## config.mk

```make
export PLATFORM = sky130hd
export DESIGN_NAME = pipeline_controller
export DESIGN_NICKNAME = d
export VERILOG_FILES = /design/src/rtl/pipeline_controller_pkg.sv /design/src/rtl/pipeline_controller_hazard_detector.sv /design/src/rtl/pipeline_controller.sv
export SDC_FILE = /design/constraint.sdc
export NUM_CORES = 1
export LEC_CHECK = 0
export ABC_AREA = 1
export BUFFER_PORTS_ARGS = -buffer_cell sky130_fd_sc_hd__buf_2
export CORE_ASPECT_RATIO = 2
export CORE_MARGIN = 2
export CORE_UTILIZATION = 59
export CTS_CLUSTER_DIAMETER = 30
export CTS_CLUSTER_SIZE = 20
export DETAILED_ROUTE_END_ITERATION = 7
export PLACE_DENSITY = 0.85
export SLEW_MARGIN = 30
export SYNTH_ARGS = -nofsm -noshare
export SYNTH_HDL_FRONTEND = slang
export SYNTH_SLANG_ARGS = --single-unit
```

## constraint.sdc

```tcl
create_clock -name clk -period 3.6 [get_ports clk]
set_input_delay 0.36 -clock clk [delete_from_list [all_inputs] [get_ports clk]]
set_output_delay 0.36 -clock clk [all_outputs]
set_load 0.005 [all_outputs]
```

## src/rtl/pipeline_controller_pkg.sv

```systemverilog
// Shared CPU pipeline-control definitions: controller state encoding and
// default MEM-stage watchdog limit.
package pipeline_controller_pkg;

  typedef enum logic [1:0] {
    ST_RUN      = 2'd0,
    ST_MEM_WAIT = 2'd1,
    ST_REDIRECT = 2'd2,
    ST_ILLEGAL  = 2'd3
  } pc_state_e;

  localparam int unsigned DEFAULT_TIMEOUT_CYCLES = 255;
  localparam int unsigned STALL_CNT_W            = 32;

  // Width needed to hold a dwell count up to and including the limit.
  function automatic int unsigned dwell_width(input int unsigned limit);
    return (limit < 2) ? 1 : $clog2(limit + 1);
  endfunction

endpackage

```

## src/rtl/pipeline_controller_hazard_detector.sv

```systemverilog
// Combinational load-use detector: the ID-stage instruction reads the
// register a load in EX is about to write. x0 never creates a hazard.
module hazard_detector (
  input  logic [4:0] rs1,
  input  logic [4:0] rs2,
  input  logic [4:0] ex_rd,
  input  logic       ex_is_load,
  output logic       load_use
);

  assign load_use = ex_is_load && (ex_rd != 5'd0) &&
                    ((ex_rd == rs1) || (ex_rd == rs2));

endmodule

```

## src/rtl/pipeline_controller.sv

```systemverilog
// Pipeline write-enable / flush sequencer: memory stalls, branch redirects,
// load-use bubbles, stall statistics and a MEM-wait watchdog.
//
// state       | meaning
// RUN         | normal flow; handles single-cycle redirect and load-use bubble
// MEM_WAIT    | RAM access outstanding, whole pipe frozen
// REDIRECT    | one-cycle flush of a redirect deferred by a memory stall
module pipeline_controller
  import pipeline_controller_pkg::*;
#(
  parameter int unsigned TIMEOUT_CYCLES = DEFAULT_TIMEOUT_CYCLES
) (
  input  logic                   clk,
  input  logic                   reset_n,
  input  logic [4:0]             id_rs1_address,
  input  logic [4:0]             id_rs2_address,
  input  logic [4:0]             ex_rd_address,
  input  logic                   ex_is_load,
  input  logic                   mem_req,
  input  logic                   mem_ready,
  input  logic                   mem_redirect,
  output logic                   pc_wren,
  output logic                   if_id_wren,
  output logic                   id_ex_wren,
  output logic                   ex_mem_wren,
  output logic                   mem_wb_wren,
  output logic                   if_id_flush,
  output logic                   id_ex_flush,
  output logic                   ex_mem_flush,
  output logic [STALL_CNT_W-1:0] stall_cycles,
  output logic                   mem_timeout,
  output logic [1:0]             state
);

  localparam int unsigned DWELL_W = dwell_width(TIMEOUT_CYCLES);
  localparam logic [DWELL_W-1:0] DWELL_LIMIT = DWELL_W'(TIMEOUT_CYCLES);
  localparam logic [STALL_CNT_W-1:0] STALL_MAX = '1;

  pc_state_e              state_q, state_d;
  logic                   pending_q, pending_d;
  logic [DWELL_W-1:0]     dwell_q, dwell_d;
  logic [STALL_CNT_W-1:0] stall_cnt_q, stall_cnt_d;
  logic                   timeout_q, timeout_d;

  logic load_use;
  logic mem_stall;
  logic [DWELL_W-1:0] dwell_inc;
  logic pc_w, if_id_w, id_ex_w, ex_mem_w, mem_wb_w;
  logic if_id_f, id_ex_f, ex_mem_f;

  hazard_detector u_hazard_detector (
    .rs1        (id_rs1_address),
    .rs2        (id_rs2_address),
    .ex_rd      (ex_rd_address),
    .ex_is_load (ex_is_load),
    .load_use   (load_use)
  );

  assign mem_stall = mem_req && !mem_ready;
  assign dwell_inc = dwell_q + DWELL_W'(1);

  always_ff @(posedge clk or negedge reset_n) begin
    if (!reset_n) begin
      state_q     <= ST_RUN;
      pending_q   <= 1'b0;
      dwell_q     <= '0;
      stall_cnt_q <= '0;
      timeout_q   <= 1'b0;
    end else begin
      state_q     <= state_d;
      pending_q   <= pending_d;
      dwell_q     <= dwell_d;
      stall_cnt_q <= stall_cnt_d;
      timeout_q   <= timeout_d;
    end
  end

  always_comb begin
    state_d   = state_q;
    pending_d = pending_q;
    dwell_d   = '0;
    timeout_d = timeout_q;
    pc_w      = 1'b1;
    if_id_w   = 1'b1;
    id_ex_w   = 1'b1;
    ex_mem_w  = 1'b1;
    mem_wb_w  = 1'b1;
    if_id_f   = 1'b0;
    id_ex_f   = 1'b0;
    ex_mem_f  = 1'b0;

    unique case (state_q)
      ST_RUN: begin
        if (mem_stall) begin
          {pc_w, if_id_w, id_ex_w, ex_mem_w, mem_wb_w} = '0;
          state_d   = ST_MEM_WAIT;
          pending_d = mem_redirect;
        end else if (mem_redirect) begin
          {if_id_f, id_ex_f, ex_mem_f} = 3'b111;
        end else if (load_use) begin
          pc_w    = 1'b0;
          if_id_w = 1'b0;
          id_ex_f = 1'b1;
        end
      end
      ST_MEM_WAIT: begin
        if (mem_ready) begin
          pending_d = pending_q || mem_redirect;
          state_d   = (pending_q || mem_redirect) ? ST_REDIRECT : ST_RUN;
        end else begin
          {pc_w, if_id_w, id_ex_w, ex_mem_w, mem_wb_w} = '0;
          pending_d = pending_q || mem_redirect;
          // Watchdog abandons the access and any redirect riding on it.
          if (dwell_inc == DWELL_LIMIT) begin
            timeout_d = 1'b1;
            state_d   = ST_RUN;
            pending_d = 1'b0;
          end else begin
            dwell_d = dwell_inc;
          end
        end
      end
      ST_REDIRECT: begin
        {if_id_f, id_ex_f, ex_mem_f} = 3'b111;
        pending_d = 1'b0;
        state_d   = ST_RUN;
      end
      default: begin
        {pc_w, if_id_w, id_ex_w, ex_mem_w, mem_wb_w} = '0;
        pending_d = 1'b0;
        state_d   = ST_RUN;
      end
    endcase

    stall_cnt_d = stall_cnt_q;
    if (!pc_w && (stall_cnt_q != STALL_MAX)) begin
      stall_cnt_d = stall_cnt_q + STALL_CNT_W'(1);
    end
  end

  // Controls are forced quiet while reset is held, independent of the clock.
  assign pc_wren      = reset_n && pc_w;
  assign if_id_wren   = reset_n && if_id_w;
  assign id_ex_wren   = reset_n && id_ex_w;
  assign ex_mem_wren  = reset_n && ex_mem_w;
  assign mem_wb_wren  = reset_n && mem_wb_w;
  assign if_id_flush  = reset_n && if_id_f;
  assign id_ex_flush  = reset_n && id_ex_f;
  assign ex_mem_flush = reset_n && ex_mem_f;

  assign stall_cycles = stall_cnt_q;
  assign mem_timeout  = timeout_q;
  assign state        = state_q;

endmodule

```

==> run_results.csv <==
group,metric,value,unit
floorplanning,die_x,55.2,um
sta,tightest_slew,0.671,ns
sta,rsz0062_at_grt,"false",
clock_tree,clock_latency,0.31,ns
logic_synthesis,syn_inst,461,
clock_tree,cts.sinks,44,
worst_setup_path,required,3.85,ns
worst_setup_path,crit_path_max_fanout,33,
logic_synthesis,yosysSeqAreaShare,0.356,
sta,drv_slew,0,
sta,fin_worst_skew,0.00804,ns
logic_synthesis,synthAdderAreaFrac,0.0121,
route,routed_wl,7670,um
logic_synthesis,synth_compound_area_frac,0.0121,
grt,grt_overflow,0,
sta,min_period,2.25,ns
sta,hold_viol,0,
floorplanning,core_area,5090,um^2
clock_tree,root_buffer,"clkbuf_8",
layout,drive_gt1_frac,0.156,
logic_synthesis,syn_nets,485,
worst_setup_path,startpoint_type,"flop",
layout,area_growth_syn_to_layout,12.5,%
route,ant_nets,0,
sta,maxSlewHeadroom,0.549,
power_and_ir_drop,power_switching,576,uW
power_and_ir_drop,ir_drop,0.421,mV
route,first_pass_iters,4,
worst_setup_path,r2r_cells,9,
sta,setup_viol_count_final,0,
power_and_ir_drop,switching_share,0.387,
floorplanning,pin_count,64,
grt,antenna_found_initial,0,
power_and_ir_drop,comb_power_share,0.327,
grt,grt_max_degree,40,
logic_synthesis,synth-seq-cells,44,
route,drt_iter0_drc,93,
min_path,hp-class,"input pin to flop",
clock_tree,htree_levels,2,
layout,layoutNonFillerInstCount,578,
logic_synthesis,synth_top_cell_area_share,0.356,
worst_setup_path,max_stage_delay,0.45,ns
logic_synthesis,synthTopCellsByArea,"dfrtp_1 36%, nand2_1 22%, nand3_1 8.1%, nor2_1 6.7%, inv_1 5.1%",
power_and_ir_drop,powerDensity,428,nW/um^2
clock_tree,cts_tree,"built",
placed_design,place_congestion,1.01,
worst_setup_path,worst_setup_path_end_kind,"flop",
floorplanning,rows,37,
floorplanning,die_h,106,um
logic_synthesis,syn-cell-area,3090,um^2
logic_synthesis,synth_warnings,0,
logic_synthesis,synth.distinct_cells,25,
clock_tree,post_cts_resized,0,
power_and_ir_drop,power.total,1.49,mW
logic_synthesis,yosysTopAreaCell,"dfrtp_1",
route,drc,0,
layout,final_util,0.683,
logic_synthesis,synth_top_family_by_area,"simple AND/OR/NAND/NOR gates",
grt,grt_pass1_wl,12200,um
layout,final_nets,543,
route,wl_per_cell,13.3,um
placed_design,place_inst,569,
power_and_ir_drop,cellLeakagePower,1.96,nW
sta,fmax,0.445,GHz
sta,layout_setup_ws,1.35,ns
sta,setup_tns,0,ns
power_and_ir_drop,clkPwrFrac,0.264,
power_and_ir_drop,pwr-share-seq,0.409,
grt,grt_pass1_vias,2918,
sta,min_period_over_period,0.624,
clock_tree,cts.clk_slew.worst_paths,0.09,ns
floorplanning,dieArea,5870,um^2
logic_synthesis,synthSimpleGateAreaFrac,0.455,
run_status,status,"finished, final reports clean",
logic_synthesis,syn_area_per_cell,6.71,um^2
placed_design,hpwl,5900,um
layout,diodes,0,
worst_setup_path,path_class,"flop to flop",
route,routed_via_density,5.28,
floorplanning,start_util,0.607,
clock_tree,cts_made_buffers,5,
worst_setup_path,cpMaxStageDelayCell,"dfrtp_1",
grt,gr-usage-all-layers,0.284,
flow_run,cap_viol_max_count,0,
placed_design,preCtsSetupSlack,1.38,ns
placed_design,portBuffers,63,
min_path,whs_path_depth,3,
logic_synthesis,synth_xor_area_frac,0.0680,
worst_setup_path,cp.arrival,2.49,ns
power_and_ir_drop,internal_power,914,uW
clock_tree,cts_buffer_depth,2,
logic_synthesis,yosys-mux-area-fraction,0,
route,num_vias,3053,
worst_setup_path,crit_chain,"ha_1, nand3_2, nor2_4, nand3_2, nor2_4, nand2_4, nand2_8, nand2_1, nand2_1",
## cell usage in the layout, fill, tap and decap left out, types with 3 or more instances in the layout
cell	count
clkbuf_8	5
xor2_1	15
buf_2	63
nor2_1	55
nand3_1	50
o21ai_0	3
nand2_1	185
nand3b_1	7
inv_1	42
xnor2_1	9
a21oi_1	3
nand4_1	7
ha_1	3
nor3_1	12
dfrtp_1	44
## timing repair
item | in CTS | in global routing
endpoints found under the hold margin | 5 | 0
hold buffers | 1 | 0
setup buffers | 0 | 0
## cells in the mapped netlist
cell type / number
nor2_1: 55
nand3b_1: 7
nand3_1: 50
inv_2: 2
buf_8: 3
ha_1: 3
dfrtp_1: 44
nand3_2: 2
nand2_4: 2
o21bai_1: 1
inv_1: 42
xnor2_1: 9
xor2_1: 15
nor3_1: 12
nor4_1: 1
buf_4: 4
buf_2: 3
a21oi_1: 3
o21ai_0: 3
nand4_1: 7
nand2_1: 185
buf_6: 4
nand2_8: 1
nor3b_1: 1
nor2_4: 2
## path summary, 6_finish.rpt
| kind | from | to | slack (ns) |
|---|---|---|---|
| setup / recovery | stall_cycles[0] | stall_cycles[7] | 1.35 |
| hold / removal | mem_ready | state[1] | 0.35 |
| setup reg to reg | stall_cycles[0] | stall_cycles[7] | 1.35 |
| hold reg to reg | dwell_q[0] | dwell_q[0] | 0.50 |
| max in group asynchronous | reset_n | dwell_q[0] | 2.47 |
| min in group asynchronous | reset_n | state[1] | 0.41 |
## cell families after synthesis
group	count (synthesis)
AO/OA/AOI/OAI	7
XOR/XNOR	24
adder cells (fa/ha/maj)	3
buffers and inverters	58
flip-flops	44
AND/OR/NAND/NOR	325
## state kept, by name (all words and copies together), names as in the netlist
name / flops
dwell_q: 8
pending_q: 1
state: 2
stall_cycles: 32
mem_timeout: 1
## final cells by class
type | instances | area (um^2)
Timing Repair Buffer | 65 | 333
Inverter | 44 | 165
Tap cell | 58 | 72.6
Fill cell | 474 | 1610
Multi-Input combinational cell | 359 | 1690
Clock inverter | 3 | 46.3
Clock buffer | 5 | 68.8
Sequential cell | 44 | 1100
## power groups by stage
| stage | clock network, mW | registers (mW) | logic, mW |
|---|---|---|---|
| 2_1_floorplan | 0 | 0.606 | 0.436 |
| 3_3_place_gp | 0 | 0.616 | 0.473 |
| 3_5_place_dp | 0 | 0.619 | 0.490 |
| 4_1_cts | 0.403 | 0.609 | 0.493 |
| 5_1_grt | 0.416 | 0.619 | 0.554 |
| 6_report | 0.394 | 0.610 | 0.487 |
## through the flow
step / hold WS (ns) / instance area, um^2
floorplan: 0.0644 / 3090
global placement: 0.210 / 3350
detailed placement: 0.208 / 3350
CTS: 0.337 / 3480
global route: 0.351 / 3480
finish: 0.348 / 3480
## worst max-delay path, delay by kind of cell, from the launching register on
family        cells  cell delay [ns]
simple gates      8             1.43
fa+ha+maj         1             0.30
flops             1             0.45
## metal layers
layer / wire length (um) / up-vias / GRT usage
li1: - / 1546 / -
met1: 2820 / 1406 / 0.273
met2: 4150 / 72 / 0.508
met3: 295 / 29 / 0.0506
met5: 0 / - / 0
met4: 411 / 0 / 0.178
Note: power is estimated with default switching activity, not from simulation.
